--- src/rtl/tag_gen_arbiter_pkg.sv ---
// tag_pkg: constants and types shared by the tag_gen_arbiter block and
// the tag_generation engine it fronts.
//   DATA_W     : engine data width
//   TAG_W      : engine tag width
//   ENGINE_LAT : default engine latency in clock edges
//   state_t    : arbiter FSM states
package tag_pkg;

  localparam int DATA_W     = 32;
  localparam int TAG_W      = 8;
  localparam int ENGINE_LAT = 1;

  typedef enum logic [1:0] {
    ST_IDLE = 2'd0,
    ST_WAIT = 2'd1,
    ST_RESP = 2'd2
  } state_t;

endpackage

--- src/rtl/tag_gen_arbiter_rr_arbiter.sv ---
// rr_arbiter: purely combinational round-robin grant selection.
//   req       : request vector, one bit per requester
//   ptr       : index that has highest priority this round
//   grant     : one-hot grant, zero when no request is set
//   grant_idx : binary index of the granted requester
//   any_req   : at least one request bit is set
module rr_arbiter #(
  parameter int NUM_REQ = 4,
  parameter int PTR_W   = (NUM_REQ > 1) ? $clog2(NUM_REQ) : 1
) (
  input  logic [NUM_REQ-1:0] req,
  input  logic [PTR_W-1:0]   ptr,
  output logic [NUM_REQ-1:0] grant,
  output logic [PTR_W-1:0]   grant_idx,
  output logic               any_req
);

  logic           found;
  logic [PTR_W:0] pos;
  logic [PTR_W-1:0] idx;

  // Scan ptr, ptr+1, ... with wrap; the first set bit wins.
  always_comb begin
    grant     = '0;
    grant_idx = '0;
    found     = 1'b0;
    pos       = '0;
    idx       = '0;
    for (int k = 0; k < NUM_REQ; k++) begin
      pos = {1'b0, ptr} + (PTR_W+1)'(k);
      if (pos >= (PTR_W+1)'(NUM_REQ)) begin
        pos = pos - (PTR_W+1)'(NUM_REQ);
      end
      idx = pos[PTR_W-1:0];
      if (!found && req[idx]) begin
        found      = 1'b1;
        grant[idx] = 1'b1;
        grant_idx  = idx;
      end
    end
  end

  assign any_req = |req;

endmodule

--- src/rtl/tag_gen_arbiter.sv ---
// tag_gen_arbiter: shares one registered tag_generation engine among
// NUM_REQ requesters, one transaction in flight at a time.
//   clk, reset : rising-edge clock, asynchronous active-low reset
//   req_valid  : per-requester request valid
//   req_data   : packed request data, requester i at [i*DATA_W +: DATA_W]
//   req_ready  : one-hot accept, only in IDLE
//   rsp_valid  : one-hot response valid for the originating requester
//   rsp_ready  : per-requester response accept
//   rsp_tag    : returned tag, qualified by rsp_valid
//   eng_data   : data driven to the engine, held for the whole transaction
//   eng_tag    : tag returned by the engine
//   busy       : high whenever the FSM is not IDLE
module tag_gen_arbiter #(
  parameter int NUM_REQ    = 4,
  parameter int DATA_W     = tag_pkg::DATA_W,
  parameter int TAG_W      = tag_pkg::TAG_W,
  parameter int ENGINE_LAT = tag_pkg::ENGINE_LAT
) (
  input  logic                      clk,
  input  logic                      reset,
  input  logic [NUM_REQ-1:0]        req_valid,
  input  logic [NUM_REQ*DATA_W-1:0] req_data,
  output logic [NUM_REQ-1:0]        req_ready,
  output logic [NUM_REQ-1:0]        rsp_valid,
  input  logic [NUM_REQ-1:0]        rsp_ready,
  output logic [TAG_W-1:0]          rsp_tag,
  output logic [DATA_W-1:0]         eng_data,
  input  logic [TAG_W-1:0]          eng_tag,
  output logic                      busy
);

  import tag_pkg::*;

  localparam int PTR_W = (NUM_REQ > 1) ? $clog2(NUM_REQ) : 1;
  localparam int CNT_W = 4;

  state_t             state;
  logic [PTR_W-1:0]   rr_ptr;
  logic [PTR_W-1:0]   id;
  logic [CNT_W-1:0]   cnt;
  logic [NUM_REQ-1:0] grant;
  logic [PTR_W-1:0]   grant_idx;
  logic               any_req;
  logic               req_hs;

  rr_arbiter #(
    .NUM_REQ (NUM_REQ),
    .PTR_W   (PTR_W)
  ) u_rr_arbiter (
    .req       (req_valid),
    .ptr       (rr_ptr),
    .grant     (grant),
    .grant_idx (grant_idx),
    .any_req   (any_req)
  );

  assign req_ready = (state == ST_IDLE && any_req) ? grant : '0;
  assign req_hs    = |(req_valid & req_ready);
  assign rsp_valid = (state == ST_RESP) ? (NUM_REQ'(1) << id) : '0;
  assign busy      = (state != ST_IDLE);

  // cnt is loaded with ENGINE_LAT and the tag is captured on the edge
  // where it has reached zero, i.e. ENGINE_LAT+1 edges after the grant.
  always_ff @(posedge clk or negedge reset) begin
    if (!reset) begin
      state    <= ST_IDLE;
      rr_ptr   <= '0;
      id       <= '0;
      cnt      <= '0;
      eng_data <= '0;
      rsp_tag  <= '0;
    end else begin
      case (state)
        ST_IDLE: begin
          if (req_hs) begin
            eng_data <= req_data[int'(grant_idx)*DATA_W +: DATA_W];
            id       <= grant_idx;
            cnt      <= CNT_W'(ENGINE_LAT);
            rr_ptr   <= (grant_idx == PTR_W'(NUM_REQ-1)) ? '0 : grant_idx + 1'b1;
            state    <= ST_WAIT;
          end
        end
        ST_WAIT: begin
          if (cnt == '0) begin
            rsp_tag <= eng_tag;
            state   <= ST_RESP;
          end else begin
            cnt <= cnt - 1'b1;
          end
        end
        ST_RESP: begin
          if (rsp_ready[id]) begin
            state <= ST_IDLE;
          end
        end
        default: state <= ST_IDLE;
      endcase
    end
  end

endmodule

--- config.mk ---
export PLATFORM = sky130hd
export DESIGN_NAME = tag_gen_arbiter
export DESIGN_NICKNAME = d
export VERILOG_FILES = /design/src/rtl/tag_gen_arbiter_pkg.sv /design/src/rtl/tag_gen_arbiter_rr_arbiter.sv /design/src/rtl/tag_gen_arbiter.sv
export SDC_FILE = /design/constraint.sdc
export NUM_CORES = 1
export LEC_CHECK = 0
export ABC_AREA = 1
export BUFFER_PORTS_ARGS = -buffer_cell sky130_fd_sc_hd__buf_2
export CORE_MARGIN = 1.5
export CORE_UTILIZATION = 46
export CTS_BUF_LIST = sky130_fd_sc_hd__clkbuf_16
export DETAILED_ROUTE_END_ITERATION = 12
export GPL_TIMING_DRIVEN = 1
export MAX_ROUTING_LAYER = met4
export PLACE_DENSITY = 0.82
export REMOVE_ABC_BUFFERS = 1
export SYNTH_ARGS = -nofsm -noshare
export SYNTH_HDL_FRONTEND = slang
export SYNTH_SLANG_ARGS = --single-unit
--- constraint.sdc ---
create_clock -name clk -period 2.9 [get_ports clk]
set_input_delay 0.145 -clock clk [delete_from_list [all_inputs] [get_ports clk]]
set_output_delay 0.145 -clock clk [all_outputs]
set_load 0.005 [all_outputs]
Word level (Yosys, flattened, before mapping)
Cells that the tools add are included.

word-level totals
  bits of input ports = 146
  output and inout port bits = 49
  register bits after elaboration = 50

cells by class
  shift operators = 2
  equality and inequality tests = 7
  reductions and logical operators = 21
  add/subtract/negate cells = 9
  $lt $le $gt $ge = 13
  bitwise operators = 4
  muxes and demuxes = 43

operators by type and width
  kind                                                               number
  indexed part select 128 x 8 -> 32 bit                              1
  two-way mux 4 bit                                                  8
  two-way mux 2 bit                                                  12
  < comparator 2 x 3 -> 1 bit, second input constant                 5
  two-way mux 1 bit                                                  12
  bitwise OR 4 bit                                                   3
  binary-select mux 1 bit (select 2 bit)                             5
  greater-or-equal comparator 3 bit, second input constant           3
  demux 1 bit (select 2 bit)                                         4
  greater-or-equal comparator 2 x 1 -> 1 bit, second input constant  4
  logical AND 1 bit                                                  8
  one-hot mux 4 bit (2 select lines)                                 1
  OR reduction 4 bit                                                 2
  subtractor 2 x 1 -> 2 bit, second input constant                   4
  adder 2 x 2 -> 3 bit, second input constant                        2
  != test 2 bit, second input constant                               3
  one-hot mux 2 bit (3 select lines)                                 1
  AND reduction 3 bit                                                2
  bitwise AND 4 bit                                                  1
  == test 2 bit, second input constant                               2
  logical NOT 4 bit                                                  1
  AND reduction 2 bit                                                2
  nonzero test 2 bit                                                 2
  left shift 1 x 2 -> 4 bit, first input constant                    1
  8 further kinds                                                    10

Logic depth before layout (Yosys ltp)
  depth after elaboration = 19
  gate-level depth with buffers = 16

By module
A second synthesis with hierarchy kept.

unflattened totals
  cell total of the unflattened synthesis = 518
  area, all modules = 3,580.9 um2

modules (own cells, without submodules)
  module           cells an instance  instances  sequential area each (um2)  area each (um2)
  tag_gen_arbiter  435                1          1,251.2                     3,046.7
  rr_arbiter       83                 1          0.0                         534.3

Least setup slack after synthesis
OpenSTA, ideal clock, no wires.

  path type = flip-flop to flip-flop
  start = register rr_ptr[1]
  end = register eng_data[18]
  arrival time = 2.226 ns
  slack = 0.557 ns
  path buffers = 2
  required time = 2.783 ns
  cell stages (with the launch flop) = 16
  setup time = 0.117 ns
  period minus slack after synthesis = 2.343 ns
  cell sequence = dfrtp_1 > inv_1 > ha_1 > inv_1 > nand3_1 > nand2_1 > nor2_2 > nand2_1 > nand3_2 > nand2_2 > buf_4 > buf_2 > nand2_1 > nand3_1 > nand3_2 > nand2_1

between the ends
  cells in the longest elaborated chain, start to end = 18

ends and longest elaborated chain
  element                                                                        line                   source
  from (decl)                                                                    tag_gen_arbiter.sv:38  logic [PTR_W-1:0] rr_ptr;
  from (signal assigned)                                                         tag_gen_arbiter.sv:79  rr_ptr <= (grant_idx == PTR_W'(NUM_REQ-1)) ? '0 : grant_idx + 1'b1;
  parallel branches: the longest is 18 deep, another holds adder 2 x 1 -> 3 bit  n/a
  to (signal assigned)                                                           tag_gen_arbiter.sv:76  eng_data <= req_data[int'(grant_idx)*DATA_W +: DATA_W];
  to (decl)                                                                      tag_gen_arbiter.sv:27  output logic [DATA_W-1:0] eng_data,

Several ways; the timed one is not identified. The select of a mux whose other input is x is not followed.
A chain may end at the register's enable or synchronous reset.

Worst setup path in the final report
  start = register rr_ptr[1]
  end = register eng_data[2]

Same word-level chain as after synthesis.

==> metrics.yaml <==
placement:
  gp_congestion: 0.9482
  dpl.hpwl_um: 8351
  place_ws_ps: -12.54
  dp.cells: 802
  numPortBuffers: 194
  placed_cell_area_um2: 4599
routing:
  totalWireLength_um: 11030
  wl_per_cell_um: 13.57
  drtPass1Iterations: 5
  vias: 4223
  antenna_left: 0
  drt_iter0_drc: 155
  viasPerCell: 5.194
  drc: 0
floorplanning:
  die_x_um: 91.76
  ios: 195
  die_h_um: 91.76
  core_um2: 7687
  dieArea_um2: 8419
  num_rows: 32
  start_util_pct: 47.14
finish:
  layout.nets: 864
  layout-drive-gt1-share_pct: 35.21
  fin_area_um2: 4786
  syn_to_final_growth_pct: 32.08
  fillers: 740
  finalNonFillerCells: 813
  mostFrequentLayoutCells: "nand2_1, buf_2, nand3_1, dfrtp_1, inv_1"
  final_util_pct: 62.26
  mostFrequentLayoutCell: "nand2_1"
synthesis:
  netlist_area_um2: 3623
  synth_compound_area_share_pct: 3.004
  ys_types: 34
  yosys_warnings: 0
  syn-instance-count: 524
  synth_adder_area_share_pct: 2.762
  synth_top_family_by_area: "simple AND/OR/NAND/NOR gates"
  yosysSeqAreaShare_pct: 34.53
  synth.mux.area_fraction_pct: 2.486
  synth_xor_area_share_pct: 0.7251
  synth_area_per_cell_um2: 6.915
  ys_ff_latch: 50
  yosys.area_share.simple_pct: 48.20
timing:
  finalWorstSetupSlack_ps: 234.5
  final_hold_viol_count: 0
  fin_crit_ps: 2666
  period_share_pct: 91.91
  slew_headroom_pct: 58.91
  drv_slew: 0
  rsz0062_at_grt: "no"
  worst_slew_pin_slew_ps: 616.3
  fmax_ghz: 0.3752
  setup_viol: 0
  final.setup_skew_ps: 5.582
clock_network:
  clk_pin_slew_ps: 70
  root_buffer: "clkbuf_16"
  cts_tree: "done"
  cts_buffers: 5
  clockBufferDepth: 2
  clock_latency_ps: 280
  cts_max_level: 2
  clock_sinks: 50
worst_setup_path:
  cp-start-kind: "flop"
  cp_max_fo: 34
  endpoint_kind: "flop"
  required_ps: 3060
  critPathArrivalTime_ps: 2830
  worstSetupPathType: "flop to flop"
power:
  pwr-share-comb_pct: 73.6
  vdd_drop_max_mv: 0.8134
  power_switching_share_pct: 54.59
  p_int_w: 0.003192
  power_density_nw_per_um2: 1469
  p_leak_nw: 2.735
  finalPower_w: 0.007031
  p_seq_share_pct: 18.5
  clkPwrFrac_pct: 8.0
  power.switching_w: 0.003839
run:
  cap_viol_max_count: 0
global_routing:
  grt_pass1_vias: 4052
  grt_max_degree: 40
  grt_antenna_before_repair: 1
  grt_use_total_pct: 26.90
  grt-ovfl-total: 0
  grt_first_pass_wirelength_um: 17920
worst_hold_path:
  hold_class: "input port to flop"
run_status:
  outcome: "finished clean"
logic make-up after synthesis:
group | count (synthesis)
xor gates and xnor gates | 3
DFF | 50
muxes | 8
adders and majority gates | 8
buffers and inverters | 53
and+or+nand+nor | 386
AOI/OAI and AO/OA | 16
worst paths after layout:
| kind | start | to | slack (ps) | cells after the start |
|---|---|---|---|---|
| worst max-delay path | rr_ptr[1] | eng_data[2] | 230 | 13 |
| worst min-delay path | eng_tag[7] | rsp_tag[7] | 100 | 2 |
| worst max register to register | rr_ptr[1] | eng_data[2] | 230 | 13 |
| worst min register to register | eng_data[27] | eng_data[27] | 480 | 2 |
| max in group asynchronous | reset | eng_data[22] | 1730 | 3 |
| min in group asynchronous | reset | rsp_tag[3] | 410 | 2 |
area by class of cell:
class | count | area, µm² | share of cell area, %
antenna | 1 | 2.502 | 0.05229
clock buffer | 5 | 125.1 | 2.614
clock inverter | 2 | 13.76 | 0.2876
inverter | 26 | 100.1 | 2.092
multi-input combinational | 421 | 2072 | 43.29
sequential | 50 | 1252 | 26.17
tap | 102 | 127.6 | 2.667
timing repair buffer | 206 | 1092 | 22.82
critical path: stages (launching register included):
cell and delay (ps):
dfrtp_2 470, inv_1 200, ha_1 320, inv_1 180
nand3_1 90, nand2_1 120, nor2_2 90, a21boi_1 130
nand3_1 130, o21ai_4 100, buf_4 370, nand3_1 160
nand3_1 120, nand2_1 60
stage by stage:
stage               hold WS, ps  TNS (ps)
finish                    96.16         0
global route              83.52         0
CTS                       90.42         0
detailed placement        200.1    -12.54
global placement          185.2         0
floorplan                -150.6    -10130
cell usage after synthesis, drive strengths merged:
master / instances / area share, %
nor3: 4 / 0.55
nand3: 120 / 18
a31oi: 1 / 0.17
a41oi: 1 / 0.24
a21oi: 3 / 0.41
ha: 8 / 2.8
nand4: 6 / 1.0
inv: 26 / 2.7
nand2: 245 / 26
o21ai: 6 / 1.1
clkbuf: 1 / 0.10
a21boi: 5 / 1.0
mux2: 8 / 2.5
buf: 26 / 5.5
nor2: 10 / 1.8
dfrtp: 50 / 35
nor4: 1 / 0.17
xnor2: 1 / 0.24
xor2: 2 / 0.48
sequential cells by signal (all words and copies together), names as in the netlist, named ones only:
| register | count |
|---|---|
| id | 2 |
| rsp_tag | 8 |
| cnt | 4 |
| state | 2 |
| rr_ptr | 1 |
| eng_data | 32 |
timing repair:
action	4_1_cts	5_1_grt
setup buffers	0	2
endpoints found under the setup margin	1	38
pin swaps	0	1
hold buffers	1	0
resized for setup	1	2
hold endpoints to repair	26	0
power groups by stage:
| stage | logic [W] | clock network [W] | registers, W |
|---|---|---|---|
| finish | 0.00517 | 0.000561 | 0.00130 |
| global route | 0.00583 | 0.000606 | 0.00134 |
| CTS | 0.00508 | 0.000578 | 0.00129 |
| detailed placement | 0.00508 | 0 | 0.00130 |
| global placement | 0.00491 | 0 | 0.00128 |
| floorplan | 0.00341 | 0 | 0.00131 |
routing by layer:
layer	track usage (%)	up-vias	routed length [µm]
met3	4.478	29	774
li1	-	2065	-
met2	46.64	188	5540
met4	8.205	0	240
met1	32.09	1941	4477
met5	-	-	0
Power figures use the tool's default switching activity.
